$ cat config.mk
export PLATFORM = sky130hd
export DESIGN_NAME = program_loader_flat
export DESIGN_NICKNAME = d
export VERILOG_FILES = /design/src/rtl/program_loader_if.sv /design/src/rtl/program_loader.sv /design/src/flat_wrapper.sv
export SDC_FILE = /design/constraint.sdc
export NUM_CORES = 1
export LEC_CHECK = 0
export BUFFER_PORTS_ARGS = -buffer_cell sky130_fd_sc_hd__buf_2
export CAP_MARGIN = 20
export CORE_ASPECT_RATIO = 2
export CORE_MARGIN = 2
export CORE_UTILIZATION = 38
export CTS_CLUSTER_DIAMETER = 150
export CTS_CLUSTER_SIZE = 14
export DETAILED_ROUTE_END_ITERATION = 16
export GPL_TIMING_DRIVEN = 0
export PLACE_DENSITY = 0.58
export SLEW_MARGIN = 20
export SYNTH_ARGS = -nofsm -noshare
export SYNTH_HDL_FRONTEND = slang
export SYNTH_SLANG_ARGS = --single-unit
export TNS_END_PERCENT = 5
$ cat constraint.sdc
create_clock -name clk -period 2.6 [get_ports clk]
set_input_delay 0.39 -clock clk [delete_from_list [all_inputs] [get_ports clk]]
set_output_delay 0.39 -clock clk [all_outputs]
set_load 0.05 [all_outputs]
$ cat src/rtl/program_loader_if.sv
// Byte-stream input and memory write port of the boot loader.
// The loader takes the slave side; the stream source / memory model takes the master side.
interface program_loader_if #(
    parameter int ADDR_WIDTH = 16,
    parameter int DATA_WIDTH = 8
);
    logic                  inValid;
    logic [DATA_WIDTH-1:0] inData;
    logic                  inReady;
    logic                  memWrite;
    logic [ADDR_WIDTH-1:0] memAddress;
    logic [DATA_WIDTH-1:0] memData;

    modport master (
        output inValid,
        output inData,
        input  inReady,
        input  memWrite,
        input  memAddress,
        input  memData
    );

    modport slave (
        input  inValid,
        input  inData,
        output inReady,
        output memWrite,
        output memAddress,
        output memData
    );
endinterface

$ cat src/rtl/program_loader.sv
// Framed boot loader: parses address/length/payload/checksum from a byte stream, writes the
// payload to CPU memory and releases the CPU from reset only after a verified frame.
module program_loader #(
    parameter int ADDR_WIDTH = 16,
    parameter int DATA_WIDTH = 8,
    parameter int TIMEOUT    = 1024
) (
    input  logic                  clk,
    input  logic                  reset,
    program_loader_if.slave       bus,
    output logic                  cpuReset,
    output logic [ADDR_WIDTH-1:0] loadBase,
    output logic                  done,
    output logic                  error
);
    localparam int LEN_WIDTH  = 2 * DATA_WIDTH;
    localparam int IDLE_WIDTH = $clog2(TIMEOUT + 1);

    localparam logic [DATA_WIDTH-1:0] DATA_ZERO = {DATA_WIDTH{1'b0}};
    localparam logic [ADDR_WIDTH-1:0] ADDR_ZERO = {ADDR_WIDTH{1'b0}};
    localparam logic [ADDR_WIDTH-1:0] ADDR_ONE  = ADDR_WIDTH'(1);
    localparam logic [LEN_WIDTH-1:0]  LEN_ZERO  = {LEN_WIDTH{1'b0}};
    localparam logic [LEN_WIDTH-1:0]  LEN_ONE   = LEN_WIDTH'(1);
    localparam logic [IDLE_WIDTH-1:0] IDLE_ZERO = {IDLE_WIDTH{1'b0}};
    localparam logic [IDLE_WIDTH-1:0] IDLE_ONE  = IDLE_WIDTH'(1);
    localparam logic [IDLE_WIDTH-1:0] IDLE_LAST = IDLE_WIDTH'(TIMEOUT - 1);

    typedef enum logic [2:0] {
        S_ADDR_HI = 3'd0,
        S_ADDR_LO = 3'd1,
        S_LEN_HI  = 3'd2,
        S_LEN_LO  = 3'd3,
        S_DATA    = 3'd4,
        S_CHECK   = 3'd5,
        S_RUN     = 3'd6,
        S_ERROR   = 3'd7
    } state_t;

    // Frame is good when payload sum plus checksum byte wraps to zero.
    function automatic logic checksum_ok(input logic [DATA_WIDTH-1:0] sum,
                                         input logic [DATA_WIDTH-1:0] ck);
        logic [DATA_WIDTH-1:0] total;
        total = sum + ck;
        return (total == DATA_ZERO);
    endfunction

    state_t                  state_r;
    state_t                  state_nxt_s;
    logic [DATA_WIDTH-1:0]   addr_hi_r;
    logic [DATA_WIDTH-1:0]   len_hi_r;
    logic [ADDR_WIDTH-1:0]   addr_r;
    logic [LEN_WIDTH-1:0]    count_r;
    logic [DATA_WIDTH-1:0]   sum_r;
    logic [IDLE_WIDTH-1:0]   idle_r;
    logic                    in_ready_r;
    logic                    mem_write_r;
    logic [ADDR_WIDTH-1:0]   mem_address_r;
    logic [DATA_WIDTH-1:0]   mem_data_r;
    logic [ADDR_WIDTH-1:0]   load_base_r;
    logic                    cpu_reset_r;
    logic                    done_r;
    logic                    error_r;
    logic                    accept_s;
    logic                    active_s;
    logic                    timeout_s;
    logic [LEN_WIDTH-1:0]    len_s;
    logic [ADDR_WIDTH-1:0]   start_addr_s;

    assign accept_s     = bus.inValid && in_ready_r;
    assign len_s        = {len_hi_r, bus.inData};
    assign start_addr_s = ADDR_WIDTH'({addr_hi_r, bus.inData});

    // Idle-timer qualification: the timer only guards an open frame, never the wait for a first byte.
    always_comb begin
        active_s  = 1'b0;
        timeout_s = 1'b0;
        if ((state_r != S_ADDR_HI) && (state_r != S_RUN) && (state_r != S_ERROR)) begin
            active_s = 1'b1;
        end else begin
            active_s = 1'b0;
        end
        if (active_s && !accept_s && (idle_r == IDLE_LAST)) begin
            timeout_s = 1'b1;
        end else begin
            timeout_s = 1'b0;
        end
    end

    // Next-state decode; an accept always wins over a timeout in the same cycle.
    always_comb begin
        state_nxt_s = state_r;
        case (state_r)
            S_ADDR_HI: begin
                if (accept_s) state_nxt_s = S_ADDR_LO;
                else          state_nxt_s = S_ADDR_HI;
            end
            S_ADDR_LO: begin
                if (accept_s)       state_nxt_s = S_LEN_HI;
                else if (timeout_s) state_nxt_s = S_ERROR;
                else                state_nxt_s = S_ADDR_LO;
            end
            S_LEN_HI: begin
                if (accept_s)       state_nxt_s = S_LEN_LO;
                else if (timeout_s) state_nxt_s = S_ERROR;
                else                state_nxt_s = S_LEN_HI;
            end
            S_LEN_LO: begin
                if (accept_s)       state_nxt_s = (len_s == LEN_ZERO) ? S_CHECK : S_DATA;
                else if (timeout_s) state_nxt_s = S_ERROR;
                else                state_nxt_s = S_LEN_LO;
            end
            S_DATA: begin
                if (accept_s)       state_nxt_s = (count_r == LEN_ONE) ? S_CHECK : S_DATA;
                else if (timeout_s) state_nxt_s = S_ERROR;
                else                state_nxt_s = S_DATA;
            end
            S_CHECK: begin
                if (accept_s)       state_nxt_s = checksum_ok(sum_r, bus.inData) ? S_RUN : S_ERROR;
                else if (timeout_s) state_nxt_s = S_ERROR;
                else                state_nxt_s = S_CHECK;
            end
            S_RUN:   state_nxt_s = S_RUN;
            S_ERROR: state_nxt_s = S_ERROR;
            default: state_nxt_s = S_ERROR;
        endcase
    end

    // State, datapath and registered outputs; status outputs are decoded from the next state
    // so they change in the same cycle the state does.
    always_ff @(posedge clk) begin
        if (reset) begin
            state_r       <= S_ADDR_HI;
            addr_hi_r     <= DATA_ZERO;
            len_hi_r      <= DATA_ZERO;
            addr_r        <= ADDR_ZERO;
            count_r       <= LEN_ZERO;
            sum_r         <= DATA_ZERO;
            idle_r        <= IDLE_ZERO;
            in_ready_r    <= 1'b1;
            mem_write_r   <= 1'b0;
            mem_address_r <= ADDR_ZERO;
            mem_data_r    <= DATA_ZERO;
            load_base_r   <= ADDR_ZERO;
            cpu_reset_r   <= 1'b1;
            done_r        <= 1'b0;
            error_r       <= 1'b0;
        end else begin
            state_r     <= state_nxt_s;
            in_ready_r  <= (state_nxt_s != S_RUN) && (state_nxt_s != S_ERROR);
            cpu_reset_r <= (state_nxt_s != S_RUN);
            done_r      <= (state_nxt_s == S_RUN);
            error_r     <= (state_nxt_s == S_ERROR);
            mem_write_r <= 1'b0;

            if (active_s && !accept_s) begin
                idle_r <= idle_r + IDLE_ONE;
            end else begin
                idle_r <= IDLE_ZERO;
            end

            if (accept_s) begin
                case (state_r)
                    S_ADDR_HI: addr_hi_r <= bus.inData;
                    S_ADDR_LO: begin
                        addr_r      <= start_addr_s;
                        load_base_r <= start_addr_s;
                    end
                    S_LEN_HI:  len_hi_r <= bus.inData;
                    S_LEN_LO:  count_r  <= len_s;
                    S_DATA: begin
                        mem_write_r   <= 1'b1;
                        mem_address_r <= addr_r;
                        mem_data_r    <= bus.inData;
                        addr_r        <= addr_r + ADDR_ONE;
                        sum_r         <= sum_r + bus.inData;
                        count_r       <= count_r - LEN_ONE;
                    end
                    default: begin
                    end
                endcase
            end else begin
            end
        end
    end

    assign bus.inReady    = in_ready_r;
    assign bus.memWrite   = mem_write_r;
    assign bus.memAddress = mem_address_r;
    assign bus.memData    = mem_data_r;
    assign cpuReset       = cpu_reset_r;
    assign loadBase       = load_base_r;
    assign done           = done_r;
    assign error          = error_r;
endmodule
$ cat src/flat_wrapper.sv
// flat-port wrapper written by rule: the top's interface ports become plain ports
module program_loader_flat 
#(
    parameter int ADDR_WIDTH = 16,
    parameter int DATA_WIDTH = 8,
    parameter int TIMEOUT    = 1024
)
  (clk, reset, cpuReset, loadBase, done, error, bus_inValid, bus_inData, bus_inReady, bus_memWrite, bus_memAddress, bus_memData);
  program_loader_if #(.ADDR_WIDTH(ADDR_WIDTH), .DATA_WIDTH(DATA_WIDTH)) bus_i ();
  input  logic clk;
  input  logic reset;
  output logic cpuReset;
  output logic [ADDR_WIDTH-1:0] loadBase;
  output logic done;
  output logic error;
  input wire logic [$bits(bus_i.inValid)-1:0] bus_inValid;
  input wire logic [$bits(bus_i.inData)-1:0] bus_inData;
  output wire logic [$bits(bus_i.inReady)-1:0] bus_inReady;
  output wire logic [$bits(bus_i.memWrite)-1:0] bus_memWrite;
  output wire logic [$bits(bus_i.memAddress)-1:0] bus_memAddress;
  output wire logic [$bits(bus_i.memData)-1:0] bus_memData;
  assign bus_i.inValid = bus_inValid;
  assign bus_i.inData = bus_inData;
  assign bus_inReady = bus_i.inReady;
  assign bus_memWrite = bus_i.memWrite;
  assign bus_memAddress = bus_i.memAddress;
  assign bus_memData = bus_i.memData;
  program_loader #(.ADDR_WIDTH(ADDR_WIDTH), .DATA_WIDTH(DATA_WIDTH), .TIMEOUT(TIMEOUT)) u_core (.clk(clk), .reset(reset), .bus(bus_i), .cpuReset(cpuReset), .loadBase(loadBase), .done(done), .error(error));
endmodule
Yosys cells after proc, flatten, opt, wreduce, memory -nomap -nowiden
Index checks and enable logic that the tools add are counted.
{"block": "op_classes", "n_addsub": 4, "bitwise_logic": 2, "n_mux": 20, "n_eq_ne": 15, "reduce_logical": 21}
{"op": "$pmux W16 S2", "n": 2}
{"op": "$mux W3", "n": 8}
{"op": "$pmux W3 S8", "n": 1}
{"op": "$eq A3 B3 Y1 const B", "n": 6}
{"op": "$add A16 B1 Y16 const B", "n": 1}
{"op": "$eq A16 B1 Y1 const B", "n": 1}
{"op": "$logic_not A16 Y1", "n": 1}
{"op": "$sub A16 B1 Y16 const B", "n": 1}
{"op": "$ne A3 B3 Y1 const B", "n": 4}
{"op": "$reduce_and A2 Y1", "n": 6}
{"op": "$add A11 B1 Y11 const B", "n": 1}
{"op": "$eq A11 B10 Y1 const B", "n": 1}
{"op": "$add A8 B8 Y8", "n": 1}
{"op": "$logic_not A8 Y1", "n": 1}
{"op": "$mux W1", "n": 7}
{"op": "$eq A3 B2 Y1 const B", "n": 2}
{"op": "$logic_and A1 B1 Y1", "n": 6}
{"op": "$mux W2", "n": 2}
{"op": "$reduce_bool A2 Y1", "n": 2}
{"op": "$reduce_or A2 Y1", "n": 2}
{"op": "$eq A3 B1 Y1 const B", "n": 1}
{"op": "$logic_not A3 Y1", "n": 1}
{"op": "$reduce_bool A3 Y1", "n": 1}
{"op": "$not A1 Y1", "n": 2}
{"op": "$logic_not A1 Y1", "n": 1}
{"block": "word_totals", "output_inout_bits": 45, "input_bits": 11, "elab_cells": 77, "register_bits": 115}

Longest topological paths before layout
Gate-level depths: netlist of run 1.
{"block": "logic_depth", "depth_word": 12, "depth_mapped": 9, "ltp_nobuf": 9}

Least setup slack after synthesis of run 1
Ideal clock, no wire load.
{"block": "synth_timing", "kind": "register -> register", "start": "reg u_core.count_r[5]", "end": "reg u_core.count_r[14]", "slack_ns": 0.424, "synth_period_minus_slack_ns": 2.176, "required_ns": 2.468, "path_buffers": 0, "arrival_time_ns": 2.044, "setup_ns": 0.132, "path_stages_with_launch": 7, "path_cell_list": "dfxtp_1 -> or4_4 -> or4_4 -> or2_2 -> o31a_1 -> o21ai_0 -> a21oi_1"}
{"block": "synth_between", "elab_chain_len": 2}
{"item": "start: declaration", "line": "program_loader.sv:52", "rtl": "logic [LEN_WIDTH-1:0] count_r;"}
{"item": "start signal: assignment", "line": "program_loader.sv:169", "rtl": "S_LEN_LO: count_r <= len_s;"}
{"item": "start signal: assignment", "line": "program_loader.sv:176", "rtl": "count_r <= count_r - LEN_ONE;"}
{"item": "$sub A16 B1 Y16", "line": "program_loader.sv:176"}
{"item": "$pmux W16 S2", "line": "program_loader.sv:162", "rtl": "case (state_r)"}
No other way between the ends.
A chain may end at the register's enable or synchronous reset.

Final worst setup path of run 1
{"block": "layout_timing", "start": "reg u_core.state_r[0]", "end": "reg u_core.addr_r[7]"}
{"block": "layout_between", "elab_chain_len": 3, "elab_cells_between_ends": 5, "cone_classes": "2 x eq/ne; 1 x mux; 2 x reduce/logical"}
{"item": "start: declaration", "line": "program_loader.sv:47", "rtl": "state_t state_r;"}
{"item": "start signal: assignment", "line": "program_loader.sv:148", "rtl": "state_r <= state_nxt_s;"}
{"item": "$eq A3 B3 Y1 or $eq A3 B1 Y1 (tied branches)", "line": "program_loader.sv:162"}
{"item": "$reduce_bool A2 Y1 (no source line)"}
{"item": "$reduce_and A2 Y1 (no source line)"}
{"item": "end signal: assignment", "line": "program_loader.sv:165", "rtl": "addr_r <= start_addr_s;"}
{"item": "end signal: assignment", "line": "program_loader.sv:174", "rtl": "addr_r <= addr_r + ADDR_ONE;"}
{"item": "end: declaration", "line": "program_loader.sv:51", "rtl": "logic [ADDR_WIDTH-1:0] addr_r;"}
Several ways; a longest one is shown, not always the timed one.

==> results of run 1 <==
==> cell usage after synthesis (5+ instances only) <==
cell      instances  area, um^2
nand2_1         134       503.0
dfxtp_1         115        2302
a21oi_1         103       515.5
nor2_1           81       304.0
clkbuf_1         38       142.6
o21ai_0          34       170.2
nand3_1          32       160.2
nor3_1           15       75.07
a211oi_1         11       82.58
ha_1             11       137.6
inv_1             9       33.78
mux2i_1           8       80.08
nor4_1            8       50.05
xnor2_1           8       70.07
and3_1            7       43.79
o22ai_1           7       43.79
xor2_1            5       43.79
==> registers in the layout, indices dropped and copies added, names as in the netlist <==
register and count:
u_core.addr_hi_r 8, u_core.loadBase 16, u_core.state_r 3, u_core.len_hi_r 8
u_core.bus.inReady 1, u_core.bus.memData 8, u_core.count_r 16, u_core.bus.memWrite 1
u_core.bus.memAddress 16, u_core.addr_r 16, u_core.cpuReset 1, u_core.error 1
u_core.idle_r 11, u_core.done 1, u_core.sum_r 8
==> power groups by stage <==
| stage | registers [mW] | logic (mW) | clock network (mW) |
|---|---|---|---|
| 4_1_cts | 1.83 | 0.301 | 2.54 |
| 5_1_grt | 1.84 | 0.335 | 2.63 |
| 6_report | 1.83 | 0.304 | 2.52 |
| 2_1_floorplan | 1.88 | 0.176 | 0 |
| 3_3_place_gp | 1.87 | 0.298 | 0 |
| 3_5_place_dp | 1.87 | 0.300 | 0 |
==> cell type report <==
| class | instances | share of cell area [%] |
|---|---|---|
| clock buffers | 20 | 7.115 |
| well taps | 157 | 3.060 |
| inverters | 9 | 0.5263 |
| clock inverters | 12 | 2.788 |
| plain buffers | 43 | 2.690 |
| flip-flops and latches | 115 | 35.87 |
| repair buffers | 54 | 4.211 |
| multi-input cells | 529 | 43.74 |
==> routing by layer <==
layer | wire, um | up-vias | share of wire, % | GRT usage [%]
met5 | 0 | - | 0 | 0
met1 | 6759 | 2431 | 41 | 27.67
li1 | - | 2582 | - | -
met2 | 8499 | 179 | 51 | 38.60
met3 | 803 | 41 | 4.8 | 4.631
met4 | 562 | 0 | 3.4 | 10.90
==> stage by stage <==
step,std cells,instance area [um^2],hold WS [ps]
final,939,6419,293.8
after global routing,939,6419,306.6
after CTS,939,6409,269.8
after detailed placement,907,5768,443.7
after global placement,907,5768,438.9
after floorplan,696,5301,429.9
==> repair_timing <==
action                                 4_1_cts  5_1_grt
hold buffers                                 0        0
setup endpoints to repair                    9       26
setup buffers                                0        0
gates resized for setup                      1        7
endpoints found under the hold margin        0        0
==> logic make-up after synthesis <==
| kind of cell | count (synthesis) | synth area share (%) |
|---|---|---|
| flip-flops | 115 | 43.43 |
| AO/OA/AOI/OAI | 190 | 20.70 |
| adder cells (fa/ha/maj) | 12 | 2.974 |
| XOR/XNOR | 13 | 2.148 |
| multiplexers | 8 | 1.511 |
| buffers and inverters | 52 | 3.823 |
| AND/OR/NAND/NOR | 306 | 25.42 |
==> final timing paths <==
kind / start / endpoint / slack (ps) / cells past startpoint
setup / recovery: u_core.state_r[0]$_SDFF_PP0_ / u_core.addr_r[7]$_SDFFE_PP0P_ / 150 / 7
hold / removal: reset / u_core.idle_r[10]$_SDFF_PP0_ / 290 / 4
setup reg to reg: u_core.state_r[0]$_SDFF_PP0_ / u_core.addr_r[7]$_SDFFE_PP0P_ / 150 / 7
hold reg to reg: u_core.loadBase[1]$_SDFFE_PP0P_ / u_core.loadBase[1]$_SDFFE_PP0P_ / 450 / 2
==> critical path: stages, from the launching register on <==
cell and delay, ps:
dfxtp_1 290, clkbuf_1 180, or3b_2 470, clkbuf_1 200
a21oi_1 410, o21ai_0 300, or3_1 360, a31oi_1 150
==> flow_metrics.env, run 1 <==
export IMPL_outcome="complete, no violations"
export IMPL_viasPerCell=5.573
export IMPL_fillers=1388
export IMPL_hold_viol_final=0
export IMPL_synth_seq_cells=115
export IMPL_synth_nets=719
export IMPL_finalCritPeriodShare_pct=94.07
export IMPL_critical_path_required_ps=2940
export IMPL_diodes=0
export IMPL_setup_tns_ps=0
export IMPL_die_y_um=171.0
export IMPL_syn2layout_area_growth_pct=21.08
export IMPL_seqPwrFrac_pct=39.4
export IMPL_multiInputGateArea_mm2=0.002808
export IMPL_initialDrtViolationCount=406
export IMPL_cts_max_path_buffers=2
export IMPL_drtPass1Iterations=5
export IMPL_pre_cts_ws_ps=-208.1
export IMPL_synthArstFlopShare_pct=0
export IMPL_synth_cell_types=52
export IMPL_drive_gt1_share_pct=12.92
export IMPL_netlist_instances=696
export IMPL_ys_flop_type="dfxtp_1"
export IMPL_synth_area_per_cell_um2=7.617
export IMPL_final_common_cell="nand2_1"
export IMPL_arrival_ps=2780
export IMPL_grt_use_total_pct=23.04
export IMPL_seq_area_frac_synth_pct=43.43
export IMPL_dieArea_mm2=0.01497
export IMPL_power_total_mw=4.654
export IMPL_port_buffers=54
export IMPL_critical_path_startpoint_type="flip-flop"
export IMPL_leakagePower_nw=2.367
export IMPL_clk_pin_slew_ps=60
export IMPL_p_clk_share_pct=54.1
export IMPL_core_area_mm2=0.01374
export IMPL_grt_first_pass_wirelength_um=25830
export IMPL_clk_latency_ps=420
export IMPL_clock_root_buffer="clkbuf_16"
export IMPL_grt_overflow=0
export IMPL_row_count=61
export IMPL_avgRoutedWirePerCell_um=17.70
export IMPL_num_vias=5233
export IMPL_p_sw_mw=1.115
export IMPL_timing_worst_setup_path_type="reg -> reg"
export IMPL_setup_viol=0
export IMPL_ys_warn_count=0
export IMPL_endpoint_kind="flip-flop"
export IMPL_intPower_mw=3.539
export IMPL_cts_tree="yes"
export IMPL_totalWireLength_um=16620
export IMPL_synth_edff_count=0
export IMPL_fin_nets=792
export IMPL_cts_sinks=115
export IMPL_seqCellArea_mm2=0.002302
export IMPL_power_density_mw_per_mm2=725.0
export IMPL_place_congestion=0.8997
export IMPL_grt_max_degree=17
export IMPL_synth_area_mm2=0.005301
export IMPL_relSlewSlack_pct=44.26
export IMPL_htree_levels=4
export IMPL_cp_max_fo=7
export IMPL_ant_nets=0
export IMPL_skew_ps=9.026
export IMPL_drv_slew=0
export IMPL_ios=56
export IMPL_cts_made_buffers=17
export IMPL_max_slew_worst_pin_slew_ps=831.6
export IMPL_hold_class="in -> reg"
export IMPL_grt_pass1_vias=4847
export IMPL_fmax_ghz=0.4089
export IMPL_ir_worst_vdd_mv=0.4815
export IMPL_start_util_pct=38.59
export IMPL_rsz0062_at_grt="yes"
export IMPL_layout_common_cells="134 x nand2_1, 115 x dfxtp_1, 103 x a21oi_1, 81 x nor2_1, 57 x buf_2"
export IMPL_post_route_util_pct=46.72
export IMPL_comb_power_share_pct=6.5
export IMPL_final_setup_worst_slack_ps=154.1
export IMPL_drc=0
export IMPL_antenna_found_initial=0
export IMPL_place_hpwl_um=11640
export IMPL_min_period_ps=2446
export IMPL_power_share_switching_pct=23.96
export IMPL_die_w_um=87.52
export IMPL_drv_cap=0
Power figures use the tool's default switching activity.
==> run 2: changes to the inputs <==
- CORE_ASPECT_RATIO: 2 -> 0.6
==> run 2 against run 1 <==
Net effect: highest routed layer unchanged; clock power shrank 7%; sequential share of layout area is 0.12 points higher; worst setup slack worse by 82 ps; fmax down 3.2%; cell area down 0.33%; via count increased by 4.2%; non-clock buffer count unchanged; register-to-register slack lost 80 ps; sequential power about the same; critical endpoint unchanged.
==> flow_metrics.env, run 2 (synthesized netlist as in run 1, its figures left out) <==
export IMPL_seqCellArea_mm2=0.002302
export IMPL_outcome="complete, no violations"
export IMPL_core_area_mm2=0.01363
export IMPL_cts_sinks=115
export IMPL_cp_max_fo=10
export IMPL_min_period_ps=2527
export IMPL_port_buffers=54
export IMPL_drv_cap=0
export IMPL_setup_tns_ps=0
export IMPL_row_count=33
export IMPL_ctsResizeCount=1
export IMPL_final_common_cell="nand2_1"
export IMPL_crit_slowest_cell="or3b_2"
export IMPL_timing_worst_setup_path_type="reg -> reg"
export IMPL_drive_gt1_share_pct=13.17
export IMPL_critical_path_startpoint_type="flip-flop"
export IMPL_totalWireLength_um=18040
export IMPL_hold_class="in -> reg"
export IMPL_skew_ps=6.212
export IMPL_place_congestion=0.9337
export IMPL_hold_viol_final=0
export IMPL_place_hpwl_um=12720
export IMPL_setup_viol=0
export IMPL_p_sw_mw=1.186
export IMPL_max_stage_delay_ps=470
export IMPL_antenna_found_initial=0
export IMPL_drtPass1Iterations=5
export IMPL_grt_use_total_pct=24.96
export IMPL_critical_path_required_ps=2940
export IMPL_cts_hold_buffers_added=0
export IMPL_die_y_um=95.49
export IMPL_dieArea_mm2=0.01494
export IMPL_multiInputGateArea_mm2=0.002815
export IMPL_clock_root_buffer="clkbuf_16"
export IMPL_grt_overflow=0
export IMPL_clk_pin_slew_ps=50
export IMPL_crit_top_cell="clkbuf_1"
export IMPL_cts_tree="yes"
export IMPL_layout_common_cells="134 x nand2_1, 115 x dfxtp_1, 102 x a21oi_1, 80 x nor2_1, 57 x buf_2"
export IMPL_post_cts_buffers=0
export IMPL_avgRoutedWirePerCell_um=18.85
export IMPL_diodes=0
export IMPL_num_vias=5455
export IMPL_viasPerCell=5.700
export IMPL_ios=56
export IMPL_leakagePower_nw=2.333
export IMPL_relSlewSlack_pct=45.30
export IMPL_cts_max_path_buffers=2
export IMPL_arrival_ps=2870
export IMPL_intPower_mw=3.302
export IMPL_cp_num_buf_inv=3
export IMPL_fmax_ghz=0.3957
export IMPL_ir_worst_vdd_mv=0.4143
export IMPL_endpoint_kind="flip-flop"
export IMPL_finalCritPeriodShare_pct=97.21
export IMPL_power_density_mw_per_mm2=701.5
export IMPL_cts_made_buffers=17
export IMPL_syn2layout_area_growth_pct=20.68
export IMPL_max_slew_worst_pin_slew_ps=813.0
export IMPL_grt_first_pass_wirelength_um=27880
export IMPL_cp_top_family="buffers and inverters"
export IMPL_fin_nets=792
export IMPL_rsz0062_at_grt="yes"
export IMPL_die_w_um=156.5
export IMPL_grt_max_degree=17
export IMPL_seqPwrFrac_pct=40.9
export IMPL_start_util_pct=38.91
export IMPL_comb_power_share_pct=7.0
export IMPL_drv_slew=0
export IMPL_clk_latency_ps=420
export IMPL_htree_levels=4
export IMPL_drc=0
export IMPL_fillers=1367
export IMPL_grt_pass1_vias=5104
export IMPL_pre_cts_ws_ps=-168.9
export IMPL_final_setup_worst_slack_ps=72.52
export IMPL_crit_chain="clkbuf_1 > or3b_2 > clkbuf_1 > a21oi_2 > clkbuf_1 > nand3_1 > a31oi_1"
export IMPL_p_clk_share_pct=52.1
export IMPL_initialDrtViolationCount=602
export IMPL_power_share_switching_pct=26.43
export IMPL_ant_nets=0
## run 2: final cells by class
type	instances	share of cell area, %
Buffer	43	2.679
Inverter	9	0.5281
Clock inverter	14	2.445
Clock buffer	18	6.708
Sequential cell	115	35.99
Multi-Input combinational cell	529	44.01
Timing Repair Buffer	54	4.225
Tap cell	175	3.423
## run 2: metal layers
layer,up-vias,GRT usage [%],wire length [um]
li1,2578,-,-
met1,2525,35.53,8558
met2,315,33.81,6983
met3,37,9.591,2151
met4,0,8.945,351
met5,-,0,0
## run 2: path summary, 6_finish.rpt
path | startpoint | end | slack, ps | cells past startpoint
max | u_core.state_r[0]$_SDFF_PP0_ | u_core.addr_r[7]$_SDFFE_PP0P_ | 70 | 7
min | reset | u_core.idle_r[10]$_SDFF_PP0_ | 330 | 4
max reg2reg | u_core.state_r[0]$_SDFF_PP0_ | u_core.addr_r[7]$_SDFFE_PP0P_ | 70 | 7
min reg2reg | u_core.bus.memData[2]$_SDFFE_PP0P_ | u_core.bus.memData[2]$_SDFFE_PP0P_ | 450 | 2
## run 2: worst register-to-register path: stages, from the launching register on
cell      delay [ps]
dfxtp_1          290
clkbuf_1         190
or3b_2           470
clkbuf_1         220
a21oi_2          370
clkbuf_1         430
nand3_1          250
a31oi_1          230
## run 2: per-stage QoR
stage                     area, um^2  total power [mW]  utilization, %  std cells  hold slack [ps]
after floorplan                 5301             2.059               -        696            429.9
after detailed placement        5791             2.172           42.50        925            443.7
after CTS                       6381             4.491           46.83        957            315.1
after global placement          5791             2.167           42.50        925            440.3
after global routing            6397             4.608           46.95        957            340.0
final                           6397             4.488           46.95        957            329.3
## run 2: power groups by stage
stage / Sequential (mW) / Combinational (mW) / Clock, mW
CTS: 1.83 / 0.305 / 2.35
global placement: 1.87 / 0.296 / 0
detailed placement: 1.87 / 0.301 / 0
global route: 1.84 / 0.340 / 2.43
floorplan: 1.88 / 0.176 / 0
finish: 1.84 / 0.315 / 2.34
